--- config.mk ---
export PLATFORM = sky130hd
export DESIGN_NAME = dist_writeback_scoreboard_flat
export DESIGN_NICKNAME = d
export VERILOG_FILES = /design/src/rtl/dist_writeback_scoreboard_if.sv /design/src/rtl/dist_writeback_scoreboard.sv /design/src/flat_wrapper.sv
export SDC_FILE = /design/constraint.sdc
export NUM_CORES = 1
export LEC_CHECK = 0
export ABC_AREA = 1
export CAP_MARGIN = 20
export CORE_ASPECT_RATIO = 0.75
export CORE_MARGIN = 1.5
export CORE_UTILIZATION = 35
export DETAILED_ROUTE_END_ITERATION = 6
export PLACE_DENSITY = 0.63
export SETUP_SLACK_MARGIN = 0.5
export SKIP_LAST_GASP = 1
export SLEW_MARGIN = 5
export SYNTH_ARGS = -nofsm -noshare
export SYNTH_HDL_FRONTEND = slang
export SYNTH_SLANG_ARGS = --single-unit
--- constraint.sdc ---
create_clock -name clk -period 10.04 [get_ports clk]
set_clock_uncertainty 0.2 [all_clocks]
set_input_delay 1.506 -clock clk [delete_from_list [all_inputs] [get_ports clk]]
set_output_delay 1.506 -clock clk [all_outputs]
set_load 0.02 [all_outputs]
--- src/rtl/dist_writeback_scoreboard_if.sv ---
// Handshake bundle between EX/ID, the distribution unit, the register-file write port
// and the writeback scoreboard.
interface dist_writeback_scoreboard_if #(
  parameter int ADDR_W = 5,
  parameter int DATA_W = 32
);
  logic              iss_valid;
  logic [ADDR_W-1:0] iss_addr;
  logic              iss_ready;
  logic              res_valid;
  logic [ADDR_W-1:0] res_addr;
  logic [DATA_W-1:0] res_data;
  logic              res_ready;
  logic              wb_grant;
  logic              wb_en;
  logic [ADDR_W-1:0] wb_addr;
  logic [DATA_W-1:0] wb_data;
  logic [ADDR_W-1:0] id_src_addr;
  logic              id_stall;
  logic              res_err;

  modport master (
    output iss_valid, iss_addr, res_valid, res_addr, res_data, wb_grant, id_src_addr,
    input  iss_ready, res_ready, wb_en, wb_addr, wb_data, id_stall, res_err
  );

  modport slave (
    input  iss_valid, iss_addr, res_valid, res_addr, res_data, wb_grant, id_src_addr,
    output iss_ready, res_ready, wb_en, wb_addr, wb_data, id_stall, res_err
  );
endinterface

--- src/rtl/dist_writeback_scoreboard.sv ---
// Tracks outstanding distribution-register writes, buffers out-of-order results in a
// small FIFO and retires them one per granted cycle into the register file.
module dist_writeback_scoreboard #(
  parameter int ADDR_W = 5,
  parameter int DATA_W = 32,
  parameter int DEPTH  = 4
) (
  input  logic                         clk,
  input  logic                         rst_n,
  dist_writeback_scoreboard_if.slave   io_sb
);
  localparam int NUM_REGS = 1 << ADDR_W;
  localparam int IDX_W    = $clog2(DEPTH);
  localparam int PTR_W    = IDX_W + 1;
  localparam int CNT_W    = IDX_W + 1;

  logic [NUM_REGS-1:0] r_busy;
  logic [NUM_REGS-1:0] w_busy_next;
  logic [CNT_W-1:0]    r_outstanding;
  logic [PTR_W-1:0]    r_wr_ptr;
  logic [PTR_W-1:0]    r_rd_ptr;
  logic [ADDR_W-1:0]   r_fifo_addr [DEPTH];
  logic [DATA_W-1:0]   r_fifo_data [DEPTH];
  logic                r_res_err;

  logic                w_fifo_empty;
  logic                w_fifo_full;
  logic                w_iss_addr_zero;
  logic                w_iss_ready;
  logic                w_iss_fire;
  logic                w_res_fire;
  logic                w_res_busy;
  logic                w_push;
  logic                w_res_bad;
  logic                w_pop;
  logic [ADDR_W-1:0]   w_head_addr;
  logic [DATA_W-1:0]   w_head_data;

  // Wrap bit distinguishes full from empty when the index bits match.
  assign w_fifo_empty = (r_wr_ptr == r_rd_ptr);
  assign w_fifo_full  = (r_wr_ptr[IDX_W] != r_rd_ptr[IDX_W]) &&
                        (r_wr_ptr[IDX_W-1:0] == r_rd_ptr[IDX_W-1:0]);

  assign w_iss_addr_zero = (io_sb.iss_addr == '0);
  assign w_iss_ready     = w_iss_addr_zero ||
                           (!r_busy[io_sb.iss_addr] && (r_outstanding < CNT_W'(DEPTH)));
  assign w_iss_fire      = io_sb.iss_valid && w_iss_ready && !w_iss_addr_zero;

  assign w_res_fire = io_sb.res_valid && !w_fifo_full;
  assign w_res_busy = r_busy[io_sb.res_addr];
  assign w_push     = w_res_fire && w_res_busy;
  assign w_res_bad  = w_res_fire && !w_res_busy && (io_sb.res_addr != '0);

  assign w_head_addr = r_fifo_addr[r_rd_ptr[IDX_W-1:0]];
  assign w_head_data = r_fifo_data[r_rd_ptr[IDX_W-1:0]];
  assign w_pop       = !w_fifo_empty && io_sb.wb_grant;

  // Register 0 is hardwired and never tracked.
  genvar gi;
  generate
    for (gi = 0; gi < NUM_REGS; gi++) begin : g_busy
      if (gi == 0) begin : g_zero
        assign w_busy_next[gi] = 1'b0;
      end else begin : g_reg
        assign w_busy_next[gi] =
          (w_iss_fire && (io_sb.iss_addr == ADDR_W'(gi))) ||
          (r_busy[gi] && !(w_pop && (w_head_addr == ADDR_W'(gi))));
      end
    end
  endgenerate

  always_ff @(posedge clk or negedge rst_n) begin
    if (!rst_n) begin
      r_busy        <= '0;
      r_outstanding <= '0;
      r_wr_ptr      <= '0;
      r_rd_ptr      <= '0;
      r_res_err     <= 1'b0;
    end else begin
      r_busy <= w_busy_next;
      case ({w_iss_fire, w_pop})
        2'b10:   r_outstanding <= r_outstanding + 1'b1;
        2'b01:   r_outstanding <= r_outstanding - 1'b1;
        default: r_outstanding <= r_outstanding;
      endcase
      if (w_push) r_wr_ptr <= r_wr_ptr + 1'b1;
      if (w_pop)  r_rd_ptr <= r_rd_ptr + 1'b1;
      if (w_res_bad) r_res_err <= 1'b1;
    end
  end

  // Storage needs no reset: the pointers define which entries are valid.
  always_ff @(posedge clk) begin
    if (w_push) begin
      r_fifo_addr[r_wr_ptr[IDX_W-1:0]] <= io_sb.res_addr;
      r_fifo_data[r_wr_ptr[IDX_W-1:0]] <= io_sb.res_data;
    end
  end

  assign io_sb.iss_ready = w_iss_ready;
  assign io_sb.res_ready = !w_fifo_full;
  assign io_sb.wb_en     = w_pop;
  assign io_sb.wb_addr   = w_fifo_empty ? '0 : w_head_addr;
  assign io_sb.wb_data   = w_fifo_empty ? '0 : w_head_data;
  assign io_sb.res_err   = r_res_err;

  // The same-cycle issue term covers the edge before the busy bit is visible.
  assign io_sb.id_stall  = (io_sb.id_src_addr != '0) &&
                           (r_busy[io_sb.id_src_addr] ||
                            (io_sb.iss_valid && w_iss_ready &&
                             (io_sb.iss_addr == io_sb.id_src_addr)));
endmodule

--- src/flat_wrapper.sv ---
// flat-port wrapper written by rule: the top's interface ports become plain ports
module dist_writeback_scoreboard_flat 
#(
  parameter int ADDR_W = 5,
  parameter int DATA_W = 32,
  parameter int DEPTH  = 4
)
  (clk, rst_n, io_sb_iss_valid, io_sb_iss_addr, io_sb_res_valid, io_sb_res_addr, io_sb_res_data, io_sb_wb_grant, io_sb_id_src_addr, io_sb_iss_ready, io_sb_res_ready, io_sb_wb_en, io_sb_wb_addr, io_sb_wb_data, io_sb_id_stall, io_sb_res_err);
  dist_writeback_scoreboard_if #(.ADDR_W(ADDR_W), .DATA_W(DATA_W)) io_sb_i ();
  input  logic clk;
  input  logic rst_n;
  input wire logic [$bits(io_sb_i.iss_valid)-1:0] io_sb_iss_valid;
  input wire logic [$bits(io_sb_i.iss_addr)-1:0] io_sb_iss_addr;
  input wire logic [$bits(io_sb_i.res_valid)-1:0] io_sb_res_valid;
  input wire logic [$bits(io_sb_i.res_addr)-1:0] io_sb_res_addr;
  input wire logic [$bits(io_sb_i.res_data)-1:0] io_sb_res_data;
  input wire logic [$bits(io_sb_i.wb_grant)-1:0] io_sb_wb_grant;
  input wire logic [$bits(io_sb_i.id_src_addr)-1:0] io_sb_id_src_addr;
  output wire logic [$bits(io_sb_i.iss_ready)-1:0] io_sb_iss_ready;
  output wire logic [$bits(io_sb_i.res_ready)-1:0] io_sb_res_ready;
  output wire logic [$bits(io_sb_i.wb_en)-1:0] io_sb_wb_en;
  output wire logic [$bits(io_sb_i.wb_addr)-1:0] io_sb_wb_addr;
  output wire logic [$bits(io_sb_i.wb_data)-1:0] io_sb_wb_data;
  output wire logic [$bits(io_sb_i.id_stall)-1:0] io_sb_id_stall;
  output wire logic [$bits(io_sb_i.res_err)-1:0] io_sb_res_err;
  assign io_sb_i.iss_valid = io_sb_iss_valid;
  assign io_sb_i.iss_addr = io_sb_iss_addr;
  assign io_sb_i.res_valid = io_sb_res_valid;
  assign io_sb_i.res_addr = io_sb_res_addr;
  assign io_sb_i.res_data = io_sb_res_data;
  assign io_sb_i.wb_grant = io_sb_wb_grant;
  assign io_sb_i.id_src_addr = io_sb_id_src_addr;
  assign io_sb_iss_ready = io_sb_i.iss_ready;
  assign io_sb_res_ready = io_sb_i.res_ready;
  assign io_sb_wb_en = io_sb_i.wb_en;
  assign io_sb_wb_addr = io_sb_i.wb_addr;
  assign io_sb_wb_data = io_sb_i.wb_data;
  assign io_sb_id_stall = io_sb_i.id_stall;
  assign io_sb_res_err = io_sb_i.res_err;
  dist_writeback_scoreboard #(.ADDR_W(ADDR_W), .DATA_W(DATA_W), .DEPTH(DEPTH)) u_core (.clk(clk), .rst_n(rst_n), .io_sb(io_sb_i));
endmodule
==> flow_summary.yaml, run 1 <==
clock_network:
  ctsHtreeMaxLevel: 4
  clk_latency_ns: 0.43
  cts-buffers-inserted: 17
  postCtsSetupRepairBufs: 0
  ctsResizeCount: 0
  cts_tree: "done"
  cts.sinks: 189
  clockBufferDepth: 2
  clockRootBuffer: "clkbuf_16"
  clk_pin_slew_ns: 0.07
  cts-hold-fix-buffers: 0
power_and_ir_drop:
  p_leak_nw: 4.27
  power_per_cell_area_nw_per_um2: 296
  ir_worst_vdd_v: 0.000179
yosys:
  synth_xor_area_share_pct: 0.768
  synthAdderAreaFrac_pct: 1.04
  syn_inst: 957
  synth_compound_area_share_pct: 12.8
  synthDistinctLibCells: 40
  syn_area_per_cell_um2: 9.53
  synthSimpleGateAreaFrac_pct: 18.6
  syn_area_um2: 9120
  synth.ff_latch_count: 189
  synth-seq-area-share_pct: 60.0
  synth_top_family_by_area: "simple AND/OR/NAND/NOR gates"
  syn_nets: 1016
  synthMuxAreaShare_pct: 0
  yosys_warnings: 0
place:
  place_ws_ns: 3.61
  gp_congestion: 0.974
  hpwl_mm: 14.7
  port_buffers: 93
worst_hold_path:
  hp-class: "reg -> reg"
floorplan:
  core_area_um2: 25300
  io_pins: 94
  die_y_um: 143
  dieArea_um2: 27100
  fp.dieW_um: 189
  initial_core_util_pct: 36.1
  row_count: 50
timing:
  finalSetupTns_ns: 0
  setup_ws_ns: 3.52
  period_minus_slack_ns: 6.52
  worstMarginPinSlew_ns: 1.13
  finalCritPeriodShare_pct: 65.0
  setup_viol: 0
  hold_viol: 0
  slew_headroom_pct: 24.4
  max_freq_ghz: 0.153
  fin_hold_ws_ns: 0.281
  finalMaxSlewViolations: 0
  rsz0062_at_grt: "no"
worst_setup_path:
  critPathCaptureType: "output port"
  r2r-start: "u_core.r_rd_ptr[0]$_DFFE_PN0P_"
  crit_type: "in -> out"
  timing.rr.end: "u_core.r_fifo_data[3][30]$_DFFE_PP_"
  arrival_ns: 4.82
  critPathCapture: "io_sb_iss_ready"
  crit_required_ns: 8.33
  setup.worst_path.start: "io_sb_iss_addr[4]"
  r2r_slack_ns: 6.58
  path_max_fanout: 32
  ff2ff_path_depth: 9
  critPathLaunchType: "input pin"
global_route:
  grtUsageTotal_pct: 17.3
  antenna_found_initial: 1
  gr-total-overflow: 0
  grt_pass1_wl_mm: 35.8
  grt_max_degree: 78
  first_global_vias: 6558
final_layout:
  synthToLayoutAreaGrowth_pct: 19.2
  fin_nets: 1083
  drive_gt1_share_pct: 6.85
  diodes: 0
routing:
  vias: 7003
  dr.first_iter.drc_count: 584
  wl_per_cell_um: 16.7
  avgViaCountPerCell: 5.09
  first_pass_iters: 5
  postRouteAntennaNets: 0
  drc_errors: 0
  drt_wl_total_mm: 22.9
status:
  outcome: "completed"
flow_run:
  maxCapViolCount: 0
critical path: stages:
cell and delay [ns]:
clkdlybuf4s50_1 0.95, clkinv_1 0.64, o21ai_1 0.25, nand2_1 0.13, nor2b_4 0.54, or2_1 0.19, clkdlybuf4s50_1 0.60
final cells by class:
| cell class | instances | area (µm²) |
|---|---|---|
| fillers | 2460 | 14400 |
| flip-flops and latches | 189 | 5470 |
| multi-input cells | 628 | 3060 |
| repair buffers | 101 | 986 |
| clock buffers | 17 | 425 |
| well taps | 338 | 423 |
| inverters | 87 | 329 |
| clock inverters | 15 | 184 |
cells in the mapped netlist, drive strengths merged:
library cell	count	area [µm²]
nand2	219	835
edfxtp	148	4440
o21ai	127	639
nor2	126	493
inv	86	325
dfrtp	41	1030
nand4	39	244
o22ai	33	206
clkbuf	29	115
a21oi	26	134
buf	24	183
nand3	16	80.1
o211ai	10	75.1
ha	6	75.1
xor2	5	43.8
a31oi	4	25.0
a32oi	4	65.1
xnor2	3	26.3
nor3	2	10.0
or2	2	12.5
a211oi	1	7.51
clkinv	1	3.75
fa	1	20.0
nor2b	1	13.8
nor4	1	6.26
o21bai	1	7.51
o31ai	1	7.51
cell usage in the layout, fill, tap and decap left out, types with 7 or more instances in the layout:
cell / netlist / final
nand4_1: 39 / 39
dfrtp_1: 41 / 40
buf_4: 8 / 8
nand3_1: 16 / 16
a21oi_1: 25 / 25
o21ai_1: 14 / 14
inv_2: 6 / 7
clkbuf_16: 0 / 17
o211ai_1: 10 / 10
nor2_1: 118 / 114
clkdlybuf4s50_1: 0 / 92
o21ai_0: 112 / 112
nand2_1: 216 / 216
edfxtp_1: 148 / 148
inv_1: 79 / 78
nor2_2: 8 / 8
o22ai_1: 33 / 33
routing by layer:
layer  track usage, %  wire length [µm]  up-vias
met5                0                11        -
met1             24.7             10700     3314
li1                 -                 -     3419
met2             26.2             10200      236
met4             4.55               334        2
met3             4.15              1720       32
cell families after synthesis:
family / Yosys count
adder cells (fa/ha/maj): 7
buffers and inverters: 140
XOR/XNOR: 8
flip-flops: 189
AND/OR/NAND/NOR: 406
AO/OA/AOI/OAI: 207
state kept, by name, indices dropped and copies added, names as in the netlist:
register and cells:
u_core.io_sb.res_err 1, u_core.r_busy 31, u_core.r_fifo_addr 20, u_core.r_fifo_data 128
u_core.r_outstanding 3, u_core.r_rd_ptr 3, u_core.r_wr_ptr 3
stage by stage:
stage | area, µm² | power [W] | std cells | util [%]
after floorplan | 9120 | 0.00198 | 957 | -
after global placement | 10300 | 0.00256 | 1343 | 40.6
after detailed placement | 10300 | 0.00257 | 1343 | 40.6
after CTS | 10900 | 0.00325 | 1375 | 43.0
after global routing | 10900 | 0.00342 | 1375 | 43.0
final | 10900 | 0.00322 | 1375 | 43.0
report_power, final:
part	total, W	switching (W)	internal (W)
registers	0.00109	0.000116	0.000973
clock network	0.000675	0.000335	0.000340
logic	0.00145	0.000920	0.000535
total	0.00322	0.00137	0.00185
worst min path at each step:
stage	from	endpoint	cells past startpoint
3_3_place_gp	u_core.r_outstanding[0]$_DFFE_PN0P_	u_core.r_outstanding[0]$_DFFE_PN0P_	1
5_1_grt	u_core.r_outstanding[0]$_DFFE_PN0P_	u_core.r_outstanding[0]$_DFFE_PN0P_	1
3_5_place_dp	u_core.r_outstanding[0]$_DFFE_PN0P_	u_core.r_outstanding[0]$_DFFE_PN0P_	1
4_1_cts	u_core.r_outstanding[0]$_DFFE_PN0P_	u_core.r_outstanding[0]$_DFFE_PN0P_	1
6_report	u_core.io_sb.res_err$_DFFE_PN0P_	u_core.io_sb.res_err$_DFFE_PN0P_	1
2_1_floorplan	u_core.r_outstanding[0]$_DFFE_PN0P_	u_core.r_outstanding[0]$_DFFE_PN0P_	1
(Power assumes the default switching activity.)
==> inputs of run 2 (changes only) <==
PLACE_DENSITY = 0.65   (was 0.63)
clock period = 5.7 ns   (was 10.04 ns; I/O delays follow)
==> flow_summary.yaml, run 2 (same netlist as run 1, synthesis figures left out) <==
status:
  outcome: "completed"
final_layout:
  final_cell_mix: "nand2_1, edfxtp_1, nor2_1"
  drive_gt1_share_pct: 7.39
  fin_nets: 1089
  mostFrequentLayoutCell: "nand2_1"
  diodes: 0
  finalInstanceArea_um2: 10900
  synthToLayoutAreaGrowth_pct: 19.8
  largest_reg_flops: 128
worst_setup_path:
  r2r_slack_ns: 2.38
  critPathLaunchType: "input pin"
  critPathCaptureType: "output port"
  arrival_ns: 3.82
  setup.worst_path.start: "io_sb_iss_addr[0]"
  ff2ff_path_depth: 9
  crit_required_ns: 4.64
  timing.rr.end: "u_core.r_fifo_data[2][28]$_DFFE_PP_"
  path_max_fanout: 32
  r2r-start: "u_core.r_rd_ptr[0]$_DFFE_PN0P_"
  crit_type: "in -> out"
  critPathCapture: "io_sb_iss_ready"
clock_network:
  clk_latency_ns: 0.43
  postCtsSetupRepairBufs: 0
  cts-hold-fix-buffers: 0
  cts-buffers-inserted: 17
  ctsHtreeMaxLevel: 4
  clockRootBuffer: "clkbuf_16"
  clk_pin_slew_ns: 0.08
  cts.sinks: 189
  clockBufferDepth: 2
  cts_tree: "done"
  ctsResizeCount: 0
floorplan:
  core_area_um2: 25300
  die_y_um: 143
  dieArea_um2: 27100
  initial_core_util_pct: 36.1
  row_count: 50
  fp.dieW_um: 189
  io_pins: 94
global_route:
  grtUsageTotal_pct: 17.3
  antenna_found_initial: 2
  first_global_vias: 6436
  gr-total-overflow: 0
  grt_pass1_wl_mm: 35.8
  grt_max_degree: 77
timing:
  setup_viol: 0
  period_minus_slack_ns: 4.88
  max_freq_ghz: 0.205
  slew_headroom_pct: 36.3
  hold_viol: 0
  rsz0062_at_grt: "no"
  finalCritPeriodShare_pct: 85.6
  worstMarginPinSlew_ns: 0.955
  finalSetupTns_ns: 0
  finalMaxSlewViolations: 0
  setup_ws_ns: 0.820
routing:
  dr.first_iter.drc_count: 661
  vias: 7044
  avgViaCountPerCell: 5.10
  drc_errors: 0
  first_pass_iters: 5
  drt_wl_total_mm: 23.1
  wl_per_cell_um: 16.7
  postRouteAntennaNets: 0
power_and_ir_drop:
  power_frac_comb_pct: 45.6
  p_int_w: 0.00330
  p_sw_w: 0.00241
  power_per_cell_area_nw_per_um2: 522
  switching_share_pct: 42.2
  power_frac_clock_pct: 20.8
  ir_worst_vdd_v: 0.000395
  pwr-share-seq_pct: 33.7
  p_leak_nw: 4.30
place:
  gp_congestion: 0.925
  dpl-instance-area_um2: 10300
  hpwl_mm: 14.6
  place_ws_ns: 0.819
  port_buffers: 93
worst_hold_path:
  hp-class: "reg -> reg"
flow_run:
  maxCapViolCount: 0
run 2: changes by cell type in the layout (fill, tap and decap cells not counted):
cell        delta
clkinv_4       +3
bufinv_16      +1
buf_12         +2
inv_6          -1
clkinvlp_4     +1
buf_4          +4
clkinv_8       -4
clkinv_1       -1
run 2: metrics by stage:
stage	utilization [%]	hold slack, ns	total power (W)	std cells
6_report	43.3	0.291	0.00570	1380
5_1_grt	43.3	0.312	0.00607	1380
4_1_cts	43.3	0.290	0.00573	1380
3_5_place_dp	40.9	0.273	0.00454	1349
3_3_place_gp	40.9	0.262	0.00452	1349
2_1_floorplan	-	0.246	0.00349	957
run 2: cell type report:
| cell class | count | area (µm²) |
|---|---|---|
| inverter | 87 | 329 |
| tap | 338 | 423 |
| fill | 2409 | 14300 |
| clock buffer | 17 | 425 |
| multi-input combinational | 628 | 3060 |
| timing repair buffer | 107 | 1060 |
| sequential | 189 | 5470 |
| clock inverter | 14 | 170 |
run 2: routing by layer:
metal  routed length, µm  vias to the layer above  GRT usage, %
met5                  31                        -             0
li1                    -                     3420             -
met4                 256                        4          4.30
met1               11000                     3377          24.7
met2               10200                      220          26.4
met3                1650                       23          4.06
run 2: power groups by stage:
stage	Clock [W]	Sequential [W]	Combinational, W
global route	0.00126	0.00193	0.00288
global placement	0	0.00194	0.00258
floorplan	0	0.00185	0.00164
CTS	0.00120	0.00191	0.00262
finish	0.00118	0.00192	0.00260
detailed placement	0	0.00194	0.00260
run 2: worst max-delay path: stages:
cell	delay, ns
clkdlybuf4s50_1	0.81
nor2_1	0.26
nand2_1	0.12
nand4_1	0.09
nand2_1	0.07
nand2_1	0.06
o21ai_2	0.17
nor2b_4	0.60
or2_1	0.18
clkdlybuf4s50_1	0.60
run 2: how the worst min path moves through the flow:
stage                                                      to  depth (start not counted)  slack [ns]                                start
after global placement    u_core.r_outstanding[1]$_DFFE_PN0P_                          2        0.26  u_core.r_outstanding[1]$_DFFE_PN0P_
after floorplan           u_core.r_outstanding[0]$_DFFE_PN0P_                          1        0.25  u_core.r_outstanding[0]$_DFFE_PN0P_
after detailed placement  u_core.r_outstanding[1]$_DFFE_PN0P_                          2        0.27  u_core.r_outstanding[1]$_DFFE_PN0P_
after global routing      u_core.r_outstanding[0]$_DFFE_PN0P_                          1        0.31  u_core.r_outstanding[0]$_DFFE_PN0P_
after CTS                 u_core.r_outstanding[0]$_DFFE_PN0P_                          1        0.29  u_core.r_outstanding[0]$_DFFE_PN0P_
final                     u_core.r_outstanding[1]$_DFFE_PN0P_                          2        0.29  u_core.r_outstanding[1]$_DFFE_PN0P_
==> inputs of run 3 (changes only) <==
CTS_BUF_LIST = sky130_fd_sc_hd__clkbuf_8   (was unset)
TNS_END_PERCENT = 100   (was unset)
==> flow_summary.yaml, run 3 (same netlist as run 1, synthesis figures left out) <==
clock_network:
  cts.sinks: 189
  clk_latency_ns: 0.46
  clockRootBuffer: "clkbuf_8"
  cts_tree: "done"
  postCtsSetupRepairBufs: 0
  ctsHtreeMaxLevel: 4
  clk_pin_slew_ns: 0.11
  clockBufferDepth: 2
  cts-hold-fix-buffers: 0
  ctsResizeCount: 0
  cts-buffers-inserted: 17
global_route:
  grt_pass1_wl_mm: 35.7
  gr-total-overflow: 0
  grt_max_degree: 77
  antenna_found_initial: 2
  grtUsageTotal_pct: 17.2
  first_global_vias: 6434
power_and_ir_drop:
  power_per_cell_area_nw_per_um2: 503
  p_sw_w: 0.00237
  p_int_w: 0.00304
  power_frac_comb_pct: 48.1
  switching_share_pct: 43.8
  p_leak_nw: 4.21
  power_frac_clock_pct: 16.4
  pwr-share-seq_pct: 35.5
  ir_worst_vdd_v: 0.000381
floorplan:
  row_count: 50
  io_pins: 94
  die_y_um: 143
  core_area_um2: 25300
  fp.dieW_um: 189
  initial_core_util_pct: 36.1
  dieArea_um2: 27100
timing:
  period_minus_slack_ns: 4.90
  worstMarginPinSlew_ns: 0.944
  finalMaxSlewViolations: 0
  slew_headroom_pct: 37.1
  rsz0062_at_grt: "no"
  setup_viol: 0
  hold_viol: 0
  finalSetupTns_ns: 0
  max_freq_ghz: 0.204
  finalCritPeriodShare_pct: 86.0
routing:
  dr.first_iter.drc_count: 664
  met2_length_mm: 10.1
  first_pass_iters: 5
  wl_met3_mm: 1.50
  wl_per_cell_um: 16.7
  highest_layer: "met5"
  vias: 7019
  postRouteAntennaNets: 0
  drt-met1-wl_mm: 11.1
  drc_errors: 0
  drt_wl_total_mm: 23.0
  avgViaCountPerCell: 5.09
final_layout:
  mostFrequentLayoutCell: "nand2_1"
  synthToLayoutAreaGrowth_pct: 17.7
  drive_gt1_share_pct: 7.39
  fin_nets: 1089
  fill_cells: 2441
  postLayoutCoreUtil_pct: 42.5
  final_cell_mix: "nand2_1, edfxtp_1, nor2_1"
  diodes: 0
  seq_area_um2: 5470
  largest_reg_flops: 128
  multi_input_area_um2: 3060
worst_setup_path:
  critPathLaunchType: "input pin"
  r2r-start: "u_core.r_rd_ptr[0]$_DFFE_PN0P_"
  path_max_fanout: 32
  crit_required_ns: 4.64
  arrival_ns: 3.85
  setup.worst_path.start: "io_sb_iss_addr[0]"
  critPathCapture: "io_sb_iss_ready"
  timing.rr.end: "u_core.r_fifo_data[2][30]$_DFFE_PP_"
  r2r_slack_ns: 2.41
  crit_type: "in -> out"
  ff2ff_path_depth: 9
  critPathCaptureType: "output port"
status:
  outcome: "completed"
place:
  gp_congestion: 0.925
  port_buffers: 93
  hpwl_mm: 14.6
flow_run:
  maxCapViolCount: 0
worst_hold_path:
  hp-class: "reg -> reg"
  whs_path_depth: 1
[run 3: changes by cell type in the layout (fill, tap and decap cells not counted)]
cell	previous run	this run
clkbuf_16	17	0
clkbuf_8	0	17
[run 3: metal layers]
metal	global-route usage, %	vias up
met5	0	-
met4	4.14	4
met3	4.40	28
met2	26.1	217
met1	24.7	3352
li1	-	3418
[run 3: power groups by stage]
stage	clock network, W	registers (W)	logic [W]
floorplan	0	0.00185	0.00164
global placement	0	0.00194	0.00258
detailed placement	0	0.00194	0.00260
CTS	0.000907	0.00191	0.00262
global route	0.000962	0.00193	0.00288
finish	0.000886	0.00192	0.00260
[run 3: how the worst min path moves through the flow]
stage	from	endpoint	slack [ns]
6_report	u_core.r_outstanding[0]$_DFFE_PN0P_	u_core.r_outstanding[0]$_DFFE_PN0P_	0.30
5_1_grt	u_core.r_outstanding[0]$_DFFE_PN0P_	u_core.r_outstanding[0]$_DFFE_PN0P_	0.32
4_1_cts	u_core.r_outstanding[0]$_DFFE_PN0P_	u_core.r_outstanding[0]$_DFFE_PN0P_	0.30
3_5_place_dp	u_core.r_outstanding[1]$_DFFE_PN0P_	u_core.r_outstanding[1]$_DFFE_PN0P_	0.27
3_3_place_gp	u_core.r_outstanding[1]$_DFFE_PN0P_	u_core.r_outstanding[1]$_DFFE_PN0P_	0.26
2_1_floorplan	u_core.r_outstanding[0]$_DFFE_PN0P_	u_core.r_outstanding[0]$_DFFE_PN0P_	0.25
[run 3: cell type report]
cell class | instances | share of cell area [%]
well taps | 338 | 3.94
clock inverters | 14 | 1.58
repair buffers | 107 | 9.83
clock buffers | 17 | 2.18
inverters | 87 | 3.06
flip-flops and latches | 189 | 50.9
multi-input cells | 628 | 28.5
[run 3: per-stage QoR]
stage,hold slack [ns],instance area [µm²],setup WS [ns],cells,total power [W]
6_report,0.296,10700,0.799,1380,0.00540
5_1_grt,0.317,10700,0.581,1380,0.00577
4_1_cts,0.295,10700,0.818,1380,0.00543
3_5_place_dp,0.273,10300,0.819,1349,0.00454
3_3_place_gp,0.262,10300,0.901,1349,0.00452
2_1_floorplan,0.246,9120,1.69,957,0.00349
[run 3: worst max-delay path: stages]
cell and delay (ns):
clkdlybuf4s50_1 0.82, nor2_1 0.26, nand2_1 0.12, nand4_1 0.09
nand2_1 0.07, nand2_1 0.07, o21ai_2 0.17, nor2b_4 0.60
or2_1 0.19, clkdlybuf4s50_1 0.60
